**src/rtl/cp0_if.sv**
```systemverilog
// Coprocessor-0 bus: mtc0/mfc0 access, exception inputs and redirect outputs.
// The cp0 block sits on the slave modport; the pipeline drives the master side.
interface cp0_if;
   logic        en;
   logic [4:0]  cp0_addr;
   logic [31:0] cp0_in;
   logic [31:0] cp0_out;
   logic [31:0] vpc;
   logic        bd_in;
   logic [4:0]  exc_code_in;
   logic [5:0]  hw_int;
   logic        exl_clr;
   logic        req;
   logic [31:0] epc_out;

   modport slave (
      input  en, cp0_addr, cp0_in, vpc, bd_in, exc_code_in, hw_int, exl_clr,
      output cp0_out, req, epc_out
   );

   modport master (
      output en, cp0_addr, cp0_in, vpc, bd_in, exc_code_in, hw_int, exl_clr,
      input  cp0_out, req, epc_out
   );
endinterface

```
**src/rtl/cp0.sv**
```systemverilog
// MIPS-style coprocessor 0: SR, Cause, EPC and PRId, with exception and interrupt entry.
// Optional Count/Compare timer is built only when CP0_TIMER_EN is defined.
module cp0 (
   input logic   clk,
   input logic   reset,
   cp0_if.slave  bus
);
   localparam logic [4:0]  ADDR_COUNT   = 5'd9;
   localparam logic [4:0]  ADDR_COMPARE = 5'd11;
   localparam logic [4:0]  ADDR_SR      = 5'd12;
   localparam logic [4:0]  ADDR_CAUSE   = 5'd13;
   localparam logic [4:0]  ADDR_EPC     = 5'd14;
   localparam logic [4:0]  ADDR_PRID    = 5'd15;
   localparam logic [31:0] PRID_VALUE   = 32'h2023_1123;

   logic [5:0]  im_r;
   logic        exl_r;
   logic        ie_r;
   logic        bd_r;
   logic [5:0]  ip_r;
   logic [4:0]  exc_code_r;
   logic [31:0] epc_r;

   logic        int_req_s;
   logic        exc_req_s;
   logic        req_s;
   logic        wr_s;
   logic        timer_ip_s;
   logic [31:0] sr_s;
   logic [31:0] cause_s;
   logic [31:0] epc_next_s;
   logic [31:0] rd_data_s;
   logic        unused_bits_s;

   assign int_req_s  = (|(ip_r & im_r)) & ie_r & ~exl_r;
   assign exc_req_s  = (bus.exc_code_in != 5'd0) & ~exl_r;
   assign req_s      = int_req_s | exc_req_s;
   assign wr_s       = bus.en & ~req_s;
   assign epc_next_s = bus.bd_in ? (bus.vpc - 32'd4) : bus.vpc;

   assign sr_s    = {16'h0000, im_r, 8'h00, exl_r, ie_r};
   assign cause_s = {bd_r, 15'h0000, ip_r, 3'b000, exc_code_r, 2'b00};

   assign unused_bits_s = ^{bus.cp0_in[31:16], bus.cp0_in[9:2]};

`ifdef CP0_TIMER_EN
   logic [31:0] count_r;
   logic [31:0] compare_r;
   logic        timer_flag_r;
   logic [31:0] count_next_s;
   logic        timer_flag_next_s;

   // The flag sets on the edge where Count becomes equal to Compare, so
   // Cause.IP[15] and req rise on that same edge.
   assign count_next_s = (wr_s && (bus.cp0_addr == ADDR_COUNT)) ? bus.cp0_in
                                                               : (count_r + 32'd1);
   assign timer_flag_next_s = (wr_s && (bus.cp0_addr == ADDR_COMPARE)) ? 1'b0 :
                              (timer_flag_r |
                               ((count_next_s == compare_r) && (compare_r != 32'd0)));
   assign timer_ip_s = timer_flag_next_s;

   // Free-running Count, Compare register and sticky compare-match flag.
   always_ff @(posedge clk or posedge reset) begin
      if (reset) begin
         count_r      <= 32'd0;
         compare_r    <= 32'd0;
         timer_flag_r <= 1'b0;
      end else begin
         count_r      <= count_next_s;
         timer_flag_r <= timer_flag_next_s;
         if (wr_s && (bus.cp0_addr == ADDR_COMPARE)) begin
            compare_r <= bus.cp0_in;
         end
      end
   end
`else
   assign timer_ip_s = 1'b0;
`endif

   // mfc0 read mux; unimplemented register numbers read zero.
   always_comb begin
      rd_data_s = 32'd0;
      case (bus.cp0_addr)
`ifdef CP0_TIMER_EN
         ADDR_COUNT:   rd_data_s = count_r;
         ADDR_COMPARE: rd_data_s = compare_r;
`endif
         ADDR_SR:      rd_data_s = sr_s;
         ADDR_CAUSE:   rd_data_s = cause_s;
         ADDR_EPC:     rd_data_s = epc_r;
         ADDR_PRID:    rd_data_s = PRID_VALUE;
         default:      rd_data_s = 32'd0;
      endcase
   end

   // SR, Cause and EPC: exception entry wins over any coincident mtc0 write.
   always_ff @(posedge clk or posedge reset) begin
      if (reset) begin
         im_r       <= 6'd0;
         exl_r      <= 1'b0;
         ie_r       <= 1'b0;
         bd_r       <= 1'b0;
         ip_r       <= 6'd0;
         exc_code_r <= 5'd0;
         epc_r      <= 32'd0;
      end else begin
         ip_r <= {bus.hw_int[5] | timer_ip_s, bus.hw_int[4:0]};
         if (req_s) begin
            exl_r      <= 1'b1;
            exc_code_r <= int_req_s ? 5'd0 : bus.exc_code_in;
            bd_r       <= bus.bd_in;
            epc_r      <= epc_next_s;
         end else begin
            if (wr_s && (bus.cp0_addr == ADDR_SR)) begin
               im_r  <= bus.cp0_in[15:10];
               ie_r  <= bus.cp0_in[0];
               exl_r <= bus.cp0_in[1] & ~bus.exl_clr;
            end else if (bus.exl_clr) begin
               exl_r <= 1'b0;
            end
            if (wr_s && (bus.cp0_addr == ADDR_EPC)) begin
               epc_r <= bus.cp0_in;
            end
         end
      end
   end

   assign bus.cp0_out = rd_data_s;
   assign bus.req     = req_s;
   assign bus.epc_out = epc_r;
endmodule
```
**src/flat_wrapper.sv**
```systemverilog
// flat-port wrapper written by rule: the top's interface ports become plain ports
module cp0_flat 
  (clk, reset, bus_en, bus_cp0_addr, bus_cp0_in, bus_vpc, bus_bd_in, bus_exc_code_in, bus_hw_int, bus_exl_clr, bus_cp0_out, bus_req, bus_epc_out);
  cp0_if bus_i ();
  input logic clk;
  input logic reset;
  input wire logic [$bits(bus_i.en)-1:0] bus_en;
  input wire logic [$bits(bus_i.cp0_addr)-1:0] bus_cp0_addr;
  input wire logic [$bits(bus_i.cp0_in)-1:0] bus_cp0_in;
  input wire logic [$bits(bus_i.vpc)-1:0] bus_vpc;
  input wire logic [$bits(bus_i.bd_in)-1:0] bus_bd_in;
  input wire logic [$bits(bus_i.exc_code_in)-1:0] bus_exc_code_in;
  input wire logic [$bits(bus_i.hw_int)-1:0] bus_hw_int;
  input wire logic [$bits(bus_i.exl_clr)-1:0] bus_exl_clr;
  output wire logic [$bits(bus_i.cp0_out)-1:0] bus_cp0_out;
  output wire logic [$bits(bus_i.req)-1:0] bus_req;
  output wire logic [$bits(bus_i.epc_out)-1:0] bus_epc_out;
  assign bus_i.en = bus_en;
  assign bus_i.cp0_addr = bus_cp0_addr;
  assign bus_i.cp0_in = bus_cp0_in;
  assign bus_i.vpc = bus_vpc;
  assign bus_i.bd_in = bus_bd_in;
  assign bus_i.exc_code_in = bus_exc_code_in;
  assign bus_i.hw_int = bus_hw_int;
  assign bus_i.exl_clr = bus_exl_clr;
  assign bus_cp0_out = bus_i.cp0_out;
  assign bus_req = bus_i.req;
  assign bus_epc_out = bus_i.epc_out;
  cp0 u_core (.clk(clk), .reset(reset), .bus(bus_i));
endmodule
```
**config.mk**
```make
export PLATFORM = sky130hd
export DESIGN_NAME = cp0_flat
export DESIGN_NICKNAME = d
export VERILOG_FILES = /design/src/rtl/cp0_if.sv /design/src/rtl/cp0.sv /design/src/flat_wrapper.sv
export SDC_FILE = /design/constraint.sdc
export NUM_CORES = 1
export LEC_CHECK = 0
export BUFFER_PORTS_ARGS = -buffer_cell sky130_fd_sc_hd__buf_2
export CAP_MARGIN = 20
export CORE_UTILIZATION = 47
export DETAILED_ROUTE_END_ITERATION = 10
export PLACE_DENSITY = 0.81
export REMOVE_ABC_BUFFERS = 1
export SLEW_MARGIN = 15
export SYNTH_ARGS = -nofsm -noshare
export SYNTH_HDL_FRONTEND = slang
export SYNTH_SLANG_ARGS = --single-unit
```
**constraint.sdc**
```tcl
create_clock -name clk -period 2.8 [get_ports clk]
set_input_delay 0.28 -clock clk [delete_from_list [all_inputs] [get_ports clk]]
set_output_delay 0.28 -clock clk [all_outputs]
set_load 0.02 [all_outputs]
```
==> results of run 1 <==
state kept, by name (all words and copies together), names as in the netlist:
signal and flops:
u_core.ie_r 1, u_core.bd_r 1, u_core.ip_r 6, u_core.im_r 6
u_core.exl_r 1, u_core.exc_code_r 5, u_core.bus.epc_out 32
worst max-delay path, cell delays in order, from the launching register on:
cell,delay (ps)
dfrtp_1,400
a22o_1,260
o31ai_2,330
a21o_1,310
inv_2,420
buf_2,320
how the worst max path moves through the flow:
stage	start	end	slack [ps]	depth (start not counted)
floorplan	bus_cp0_addr[1]	u_core.bus.epc_out[30]	480	5
global placement	bus_exc_code_in[2]	bus_req	520	6
detailed placement	bus_exc_code_in[2]	u_core.bus.epc_out[20]	400	7
CTS	u_core.ip_r[4]	bus_req	170	5
global route	u_core.im_r[4]	bus_req	8	5
finish	u_core.ip_r[4]	bus_req	150	5
logic make-up after synthesis:
family / Yosys count / share of synthesized area [%]
simple gates: 152 / 24.8
compound gates: 81 / 15.7
flops: 52 / 40.3
buf+inv: 27 / 3.48
xor+xnor: 26 / 7.05
mux: 26 / 8.32
fa+ha+maj: 1 / 0.387
layout make-up:
type | instances | area share, %
clock buffer | 8 | 2.19
inverter | 5 | 0.456
sequential | 52 | 31.6
multi-input combinational | 286 | 44.2
timing repair buffer | 155 | 19.2
tap | 77 | 2.34
power by group through the flow:
stage / logic [mW] / clock network [mW] / registers (mW)
after floorplan: 0.686 / 0 / 1.54
after global placement: 1.43 / 0 / 1.30
after detailed placement: 1.47 / 0 / 1.31
after CTS: 1.47 / 0.453 / 1.30
after global routing: 1.60 / 0.479 / 1.34
final: 1.46 / 0.438 / 1.30
cells in the final DEF, fill, tap and decap left out, types with 7 or more instances in the layout:
cell,Yosys,final
and2_1,14,14
xnor2_1,19,19
nand2_1,31,31
nor2_1,35,35
nor2b_1,23,23
a21oi_1,25,25
a211oi_1,20,20
xor2_1,7,7
nor3_1,16,16
dfrtp_1,52,52
mux2_2,7,7
mux2i_1,19,19
nand3_1,7,7
buf_2,3,149
o21ai_0,19,19
per-layer routing:
metal / global-route usage [%] / vias to the layer above / routed length, um
li1: - / 1570 / -
met1: 30.4 / 1492 / 3760
met2: 42.9 / 148 / 4300
met3: 5.16 / 20 / 608
met4: 7.70 / 0 / 135
met5: 0 / - / 0
==> results by group, run 1 <==
Clocking
  – Worst-path clk slew: ~90 ps
  – TritonCTS sink count: 52
  – Clock Latency Late Sink: approximately 300 ps
  – CTS H-tree depth: 2
  – Maximum clock insertion buffer count: 2
  – CTS buffer count: 5
  – Cts hold-fix bufs: 0
  – Post_cts resized: 0
  – Postcts setup bufs: 0
  – CTS tree: built
  – Root buffer cell: clkbuf_8

Power and ir drop
  – VDD IR max: 0.422 mV
  – Switch share: 42.9%
  – PwrDens: 778 mW/mm2
  – P_leak: 1.90 nW
  – Comb pwr share: 45.6%
  – Psw: 1.37 mW
  – Clock Power Share: between 10% and 20%
  – Sequential share of power: between 40% and 50%
  – P_int: between 1.5 and 2 mW
  – Power, Total: 3.20 mW

Layout
  – NumNets Final: around 590
  – Area grow syn2layout: 27.4%
  – Final Cell Area: 0.00412 mm2
  – Fin util: 63.4%
  – Area of the multi-input gates: 0.00182 mm2
  – Non-Filler Instances: 583
  – # diodes: 0
  – # fillers: approximately 570
  – Share of cells above drive strength 1: a little over a third
  – Seq. cell area: 0.00130 mm2

Timing
  – Worst slew pin tran: around 1000 ps
  – Slew headroom: 34.3%
  – Setup violators final: 0
  – Setup ws final: 148 ps
  – Hold slack: 77.5 ps
  – Final hold viol count: 0
  – Peak Freq: 377 MHz
  – Unrepaired setup endpoints after global routing: no
  – Fin crit period: 2650 ps
  – Crit share post-route: 94.7%
  – Fin Clk Skew: approximately 6.4 ps
  – Setup TNS: 0 ps
  – Slew Viols, Final: 0

Hold path
  – Hold depth: 1
  – Hold EP: u_core.ip_r[2]
  – Worst min-delay path startpoint: bus_hw_int[2]
  – Hold Path Class: input pin to register

Synthesis
  – Share of the synthesized area in the top cell type: 40.3%
  – Netlist Area Pre-Place: 0.00323 mm2
  – Post-synth top flop: dfrtp_1
  – Yosys warning total: 0
  – EDFF count, synth: 0
  – Async SR Flop Fraction: 100%
  – Most frequent cell after synthesis: dfrtp_1
  – Cell taking the most area after synthesis: dfrtp_1
  – Post-synthesis average cell area: 8.85 um2
  – Yosys reg bits: between 50 and 60
  – Cell variety after synth: 42
  – Sequential area share after synthesis: between 40% and 50%
  – Area contributors post-synth: dfrtp_1, mux2i_1, xnor2_1
  – Post-synthesis cell count: 365
  – Top cells by count, synth: dfrtp_1, nor2_1, nand2_1, a21oi_1, nor2b_1

Place
  – GP Congestion: 0.835
  – Placed insts: 575
  – Placed cell areas: a little over 0.004 mm2
  – Hpwl dp: 6700 um
  – I/O Buffers: 149
  – Setup WS pre-CTS: 404 ps

Worst setup path
  – Critical Path End Type: output pin
  – CP Class: register to output pin
  – Register-to-Register Setup Slack: 440 ps
  – Crit path max fanout: 66
  – Startpoint Class: register
  – R2R Path End: u_core.bus.epc_out[20]
  – Arr. time, crit path: 2370 ps
  – RR Startpoint: u_core.ip_r[4]
  – Cells on worst reg2reg path: 6
  – Critical Path RT: 2520 ps

Die
  – Initial core utilization: 49.8%
  – Die Ht: 84.9 um
  – Std cell rows: 29
  – Full die area: 0.00721 mm2
  – DIE WIDTH: about 85 um
  – Boundary Pins: 150
  – Core area: between 0.006 and 0.007 mm2

Global routing
  – Grt total ovfl: 0
  – Initial antenna violation count: 0
  – GR Util All Layers: 24.5%
  – Pin count of the biggest net entering global routing: 67
  – Wire length of the first global-routing pass: 13800 um
  – Vias in the first global route: 2919

Job
  – Max-cap violations: 0

Routing
  – Starting DRT DRC Count: 172
  – WL final: roughly 8800 um
  – Routed vias: 3230
  – Avg WL per Cell: about 15 um
  – Drt via density: 5.54
  – Drc violations: 11
  – Routed Antenna Nets: 0
  – TritonRoute pass-1 iters: 8

Outcome
  – Failing checks: design-rule violations
  – Status: complete, but fails checks
Power figures use the tool's default switching activity.
==> inputs of run 2 (changes only) <==
--- a/config.mk
+++ b/config.mk
@@ -5,11 +5,13 @@
 export SDC_FILE = /design/constraint.sdc
 export NUM_CORES = 1
 export LEC_CHECK = 0
+export ABC_AREA = 1
 export BUFFER_PORTS_ARGS = -buffer_cell sky130_fd_sc_hd__buf_2
 export CAP_MARGIN = 20
-export CORE_UTILIZATION = 47
+export CORE_UTILIZATION = 49
+export CTS_BUF_LIST = sky130_fd_sc_hd__clkbuf_4 sky130_fd_sc_hd__clkbuf_8 sky130_fd_sc_hd__clkbuf_16
 export DETAILED_ROUTE_END_ITERATION = 10
-export PLACE_DENSITY = 0.81
+export PLACE_DENSITY = 0.82
 export REMOVE_ABC_BUFFERS = 1
 export SLEW_MARGIN = 15
 export SYNTH_ARGS = -nofsm -noshare
==> results by group, run 2 <==
Outcome
  – Status: completed

Layout
  – Commonest cells after routing, fill and taps aside: nand2_1, buf_2, inv_1
  – Most common cell after layout, fill and taps aside: nand2_1
  – NumNets Final: 816
  – Area grow syn2layout: 24.2%
  – # diodes: 0
  – Largest register FFs: 32
  – Final Cell Area: approximately 0.0047 mm2
  – Share of cells above drive strength 1: 25.7%
  – Fin util: between 60% and 70%
  – Non-Filler Instances: 830

Clocking
  – Clock Latency Late Sink: 310 ps
  – Postcts setup bufs: 0
  – Root buffer cell: clkbuf_8
  – Cts hold-fix bufs: 0
  – Maximum clock insertion buffer count: 2
  – TritonCTS sink count: 52
  – Post_cts resized: 0
  – CTS tree: built
  – CTS H-tree depth: 2
  – Worst-path clk slew: 100 ps
  – CTS buffer count: 5

Global routing
  – Initial antenna violation count: 0
  – Pin count of the biggest net entering global routing: 60
  – Wire length of the first global-routing pass: approximately 18000 um
  – Grt total ovfl: 0
  – Vias in the first global route: 3808
  – GR Util All Layers: 28.9%

Routing
  – Drt via density: 5.14
  – WL final: 11300 um
  – Routed vias: 4268
  – Drc violations: 0
  – Starting DRT DRC Count: 300
  – Avg WL per Cell: 13.7 um
  – TritonRoute pass-1 iters: 5
  – Routed Antenna Nets: 0

Synthesis
  – Area contributors post-synth: dfrtp_1, nand2_1, inv_1
  – Async SR Flop Fraction: 100%
  – Cell taking the most area after synthesis: dfrtp_1
  – Netlist Area Pre-Place: about 0.0038 mm2
  – Yosys reg bits: 52
  – Cell variety after synth: 38
  – Top cells by count, synth: nand2_1, inv_1, nor2_1, dfrtp_1, o21ai_0
  – Most frequent cell after synthesis: nand2_1
  – Sequential area share after synthesis: 34.6%
  – Post-synthesis cell count: roughly 590
  – Post-synth top flop: dfrtp_1
  – Post-synthesis average cell area: about 6.4 um2
  – EDFF count, synth: 0
  – Share of the synthesized area in the top cell type: 34.6%
  – Yosys warning total: 0

Worst setup path
  – Arr. time, crit path: 1870 ps
  – Register-to-Register Setup Slack: 730 ps
  – Critical Path End Type: output pin
  – Critical Path RT: ~2500 ps
  – RR Startpoint: u_core.im_r[2]
  – Crit-path most repeated cell: nand2_1
  – Max stage delay cell, worst path: nand2_4
  – CP Class: register to output pin
  – CP Cell Sequence: nand2_1 > nand2_1 > nor2_1 > nand2_1 > nand3_4 > nand2_4 > buf_2
  – Startpoint Class: register
  – Largest stage delay, worst path: 490 ps
  – Crit path max fanout: 59
  – CP startpoint: u_core.im_r[2]

Power and ir drop
  – PwrDens: 809 mW/mm2
  – P_leak: 2.64 nW
  – Power, Total: around 3.8 mW
  – VDD IR max: 0.410 mV

Timing
  – Slew headroom: roughly three fifths
  – Final hold viol count: 0
  – Setup ws final: 655 ps
  – Crit share post-route: roughly three quarters
  – Fin Clk Skew: 7.69 ps
  – Peak Freq: 466 MHz
  – Slew Viols, Final: 0
  – Setup TNS: 0 ps
  – Worst slew pin tran: 601 ps
  – Setup violators final: 0
  – Hold slack: between 2 and 2.5 ps
  – Fin crit period: 2150 ps
  – Unrepaired setup endpoints after global routing: no

Job
  – Max-cap violations: 0

Die
  – Boundary Pins: 150
  – Initial core utilization: 51.3%
  – DIE WIDTH: about 90 um
  – Core area: 0.00733 mm2
  – Die Ht: 89.6 um
  – Std cell rows: 31
  – Full die area: 0.00803 mm2

Place
  – Hpwl dp: just under 9000 um
  – Placed insts: 822
  – I/O Buffers: 149
  – Setup WS pre-CTS: 705 ps
  – Placed cell areas: 0.00456 mm2
  – GP Congestion: 0.914

Hold path
  – Hold Path Class: input pin to asynchronous set/reset pin
==> run 2: changes by cell type after synthesis, moves of 20 or more <==
cell / before / now
a211oi_1: 20 / 0
a21oi_1: 25 / 2
inv_1: 4 / 85
nand2_1: 31 / 205
nor2_1: 35 / 82
nor2b_1: 23 / 1
==> run 2: routing by layer <==
metal / track usage (%) / up-vias / share of wire [%]
met4: 7.94 / 0 / 1.9
met2: 48.2 / 204 / 47
met1: 39.8 / 1945 / 44
met3: 3.29 / 19 / 7.4
li1: - / 2100 / -
met5: 0 / - / 0
==> run 2: final cells by class <==
class | instances | area [um2]
fill | 700 | 2660
multi-input combinational | 429 | 2020
sequential | 52 | 1300
timing repair buffer | 152 | 768
inverter | 90 | 338
tap | 99 | 124
clock buffer | 5 | 68.8
clock inverter | 3 | 46.3
==> run 2: critical path: cells and delay by family (launching register included) <==
kind | cells | cell delay (ps)
flip-flops | 1 | 390
AND/OR/NAND/NOR | 6 | 880
buffers and inverters | 1 | 270
==> run 2: final timing paths <==
| path | endpoint | cells past startpoint |
|---|---|---|
| setup / recovery | bus_req | 7 |
| hold / removal | u_core.ip_r[0] | 2 |
| setup reg to reg | u_core.bus.epc_out[26] | 10 |
| hold reg to reg | u_core.bus.epc_out[14] | 2 |
| max in group asynchronous | u_core.bus.epc_out[18] | 3 |
| min in group clk | u_core.ip_r[2] | 1 |
==> run 2: kinds of logic after synthesis <==
family / after synthesis / synth area share [%]
compound gates: 71 / 10.7
xor+xnor: 12 / 2.80
fa+ha+maj: 1 / 0.333
buf+inv: 107 / 11.5
flops: 52 / 34.6
simple gates: 345 / 40.0
==> run 2: where the power goes <==
part	switching, mW	internal (mW)
Combinational	1.32	0.593
Sequential	0.229	1.10
Clock	0.270	0.270
Total	1.82	1.96
==> inputs of run 3 (changes only) <==
--- a/config.mk
+++ b/config.mk
@@ -5,13 +5,13 @@
 export SDC_FILE = /design/constraint.sdc
 export NUM_CORES = 1
 export LEC_CHECK = 0
-export ABC_AREA = 1
+export ABC_AREA = 0
 export BUFFER_PORTS_ARGS = -buffer_cell sky130_fd_sc_hd__buf_2
 export CAP_MARGIN = 20
-export CORE_UTILIZATION = 49
+export CORE_UTILIZATION = 43
 export CTS_BUF_LIST = sky130_fd_sc_hd__clkbuf_4 sky130_fd_sc_hd__clkbuf_8 sky130_fd_sc_hd__clkbuf_16
 export DETAILED_ROUTE_END_ITERATION = 10
-export PLACE_DENSITY = 0.82
+export PLACE_DENSITY = 0.79
 export REMOVE_ABC_BUFFERS = 1
 export SLEW_MARGIN = 15
 export SYNTH_ARGS = -nofsm -noshare
==> constraint.sdc (replaced) <==
create_clock -name clk -period 1.8 [get_ports clk]
set_input_delay 0.18 -clock clk [delete_from_list [all_inputs] [get_ports clk]]
set_output_delay 0.18 -clock clk [all_outputs]
set_load 0.02 [all_outputs]
==> results by group, run 3 (same netlist as run 1, synthesis figures left out) <==
Die
  – Core area: 0.00725 mm2
  – Initial core utilization: between 40% and 50%
  – DIE WIDTH: 88.7 um
  – Boundary Pins: 150
  – Full die area: 0.00787 mm2
  – Die Ht: 88.7 um
  – Std cell rows: 31

Global routing
  – Pin count of the biggest net entering global routing: 33
  – Met1 usage: 31.7%
  – Grt total ovfl: 0
  – Vias in the first global route: 3358
  – Initial antenna violation count: 0
  – GR Util All Layers: 26.5%
  – Gr busiest metal: met2
  – Met2 Track Usage GR: 48.7%
  – Wire length of the first global-routing pass: 15800 um
  – Met3 usage: 4.66%

Timing
  – Setup TNS: -931 ps
  – Fin crit period: 1900 ps
  – Final hold viol count: 0
  – Slew Viols, Final: 0
  – Unrepaired setup endpoints after global routing: yes
  – Setup violators final: 30
  – Peak Freq: between 500 and 600 MHz
  – Worst slew pin tran: 540 ps
  – Setup ws final: -97.5 ps
  – Slew headroom: 63.7%
  – Hold slack: around 75 ps
  – Fin Clk Skew: 6.00 ps
  – Crit share post-route: 105%

Worst setup path
  – Arr. time, crit path: ~1700 ps
  – Max stage delay cell, worst path: dfrtp_1
  – CP Cell Sequence: a22o_1 > o31ai_4 > a21o_1 > inv_2 > buf_12 > buf_8
  – Crit path max fanout: 3
  – Largest stage delay, worst path: 410 ps
  – Register-to-Register Setup Slack: -70 ps
  – Critical Path RT: approximately 1600 ps
  – Critical Path End Type: output pin
  – Startpoint Class: register
  – CP Class: register to output pin

Routing
  – TritonRoute pass-1 iters: 5
  – Starting DRT DRC Count: 134
  – Routed vias: 3583
  – Drc violations: 0
  – WL final: 10600 um
  – Routed Antenna Nets: 0
  – Drt via density: 5.32
  – Avg WL per Cell: ~16 um

Clocking
  – Maximum clock insertion buffer count: 2
  – Clock Latency Late Sink: 310 ps
  – CTS buffer count: 5
  – CTS tree: built
  – CTS H-tree depth: 2
  – Root buffer cell: clkbuf_8
  – Worst-path clk slew: 100 ps
  – TritonCTS sink count: 52

Layout
  – # diodes: 0
  – Commonest cells after routing, fill and taps aside: buf_2, buf_4, dfrtp_1
  – Share of cells above drive strength 1: 46.2%
  – Area grow syn2layout: 55.8%
  – # fillers: 560
  – NumNets Final: 659
  – Largest register FFs: 32
  – Most common cell after layout, fill and taps aside: buf_2

Outcome
  – Failing checks: negative setup slack
  – Status: complete, but fails checks

Hold path
  – Hold Path Class: input pin to register

Place
  – Hpwl dp: 7370 um
  – GP Congestion: 0.894
  – I/O Buffers: ~150

Power and ir drop
  – PwrDens: 1180 mW/mm2
  – P_leak: 2.33 nW
  – VDD IR max: between 0.6 and 0.7 mV

Job
  – Max-cap violations: 0
-- run 3: metal layers --
metal | up-vias | wire, um
li1 | 1710 | -
met1 | 1718 | 4310
met2 | 145 | 5450
met3 | 10 | 699
met4 | 0 | 113
met5 | - | 0
-- run 3: stage by stage --
stage	cell area [um2]	worst slack [ps]	std cells	total power [mW]	util [%]
6_report	5040	-97.5	673	5.92	69.4
5_1_grt	5040	-186	673	6.27	69.4
4_1_cts	4920	-95.1	669	5.68	67.8
3_5_place_dp	4500	-368	646	4.53	62.0
3_3_place_gp	4500	-328	646	4.44	62.0
2_1_floorplan	3140	-421	343	3.46	-
-- run 3: report_power, final --
part / switching, mW / total, mW / leakage (nW) / internal [mW]
Clock: 0.398 / 0.826 / 0.0586 / 0.429
Combinational: 1.69 / 3.07 / 1.65 / 1.38
Sequential: 0.376 / 2.03 / 0.616 / 1.65
-- run 3: layout make-up --
cell class | count | area, um2 | share of cell area [%]
well taps | 99 | 124 | 2.46
flip-flops and latches | 52 | 1300 | 25.8
clock inverters | 2 | 35.0 | 0.696
multi-input cells | 287 | 2000 | 39.7
inverters | 5 | 18.8 | 0.373
clock buffers | 6 | 76.3 | 1.52
repair buffers | 222 | 1480 | 29.4
-- run 3: timing repair --
action                     4_1_cts  5_1_grt
gates cloned                     2        2
hold endpoints to repair        24        0
hold buffers                     7        0
setup endpoints to repair        4       41
pin swaps                       11        4
buffers inserted                 6        2
resized for setup               33       15
-- run 3: critical path, delay by kind of cell, from the launching register on --
family | cells | cell delay (ps)
compound gates | 3 | 700
flops | 1 | 410
buf+inv | 3 | 300
-- run 3: path summary, 6_finish.rpt --
kind | start | to | cells past startpoint
min in group asynchronous | reset | u_core.bus.epc_out[29] | 3
max in group asynchronous | reset | u_core.bus.epc_out[12] | 4
min | bus_exl_clr | u_core.exl_r | 2
max reg2reg | u_core.im_r[4] | u_core.bus.epc_out[10] | 7
max | u_core.im_r[4] | bus_req | 6
min reg2reg | u_core.exc_code_r[3] | u_core.exc_code_r[3] | 2
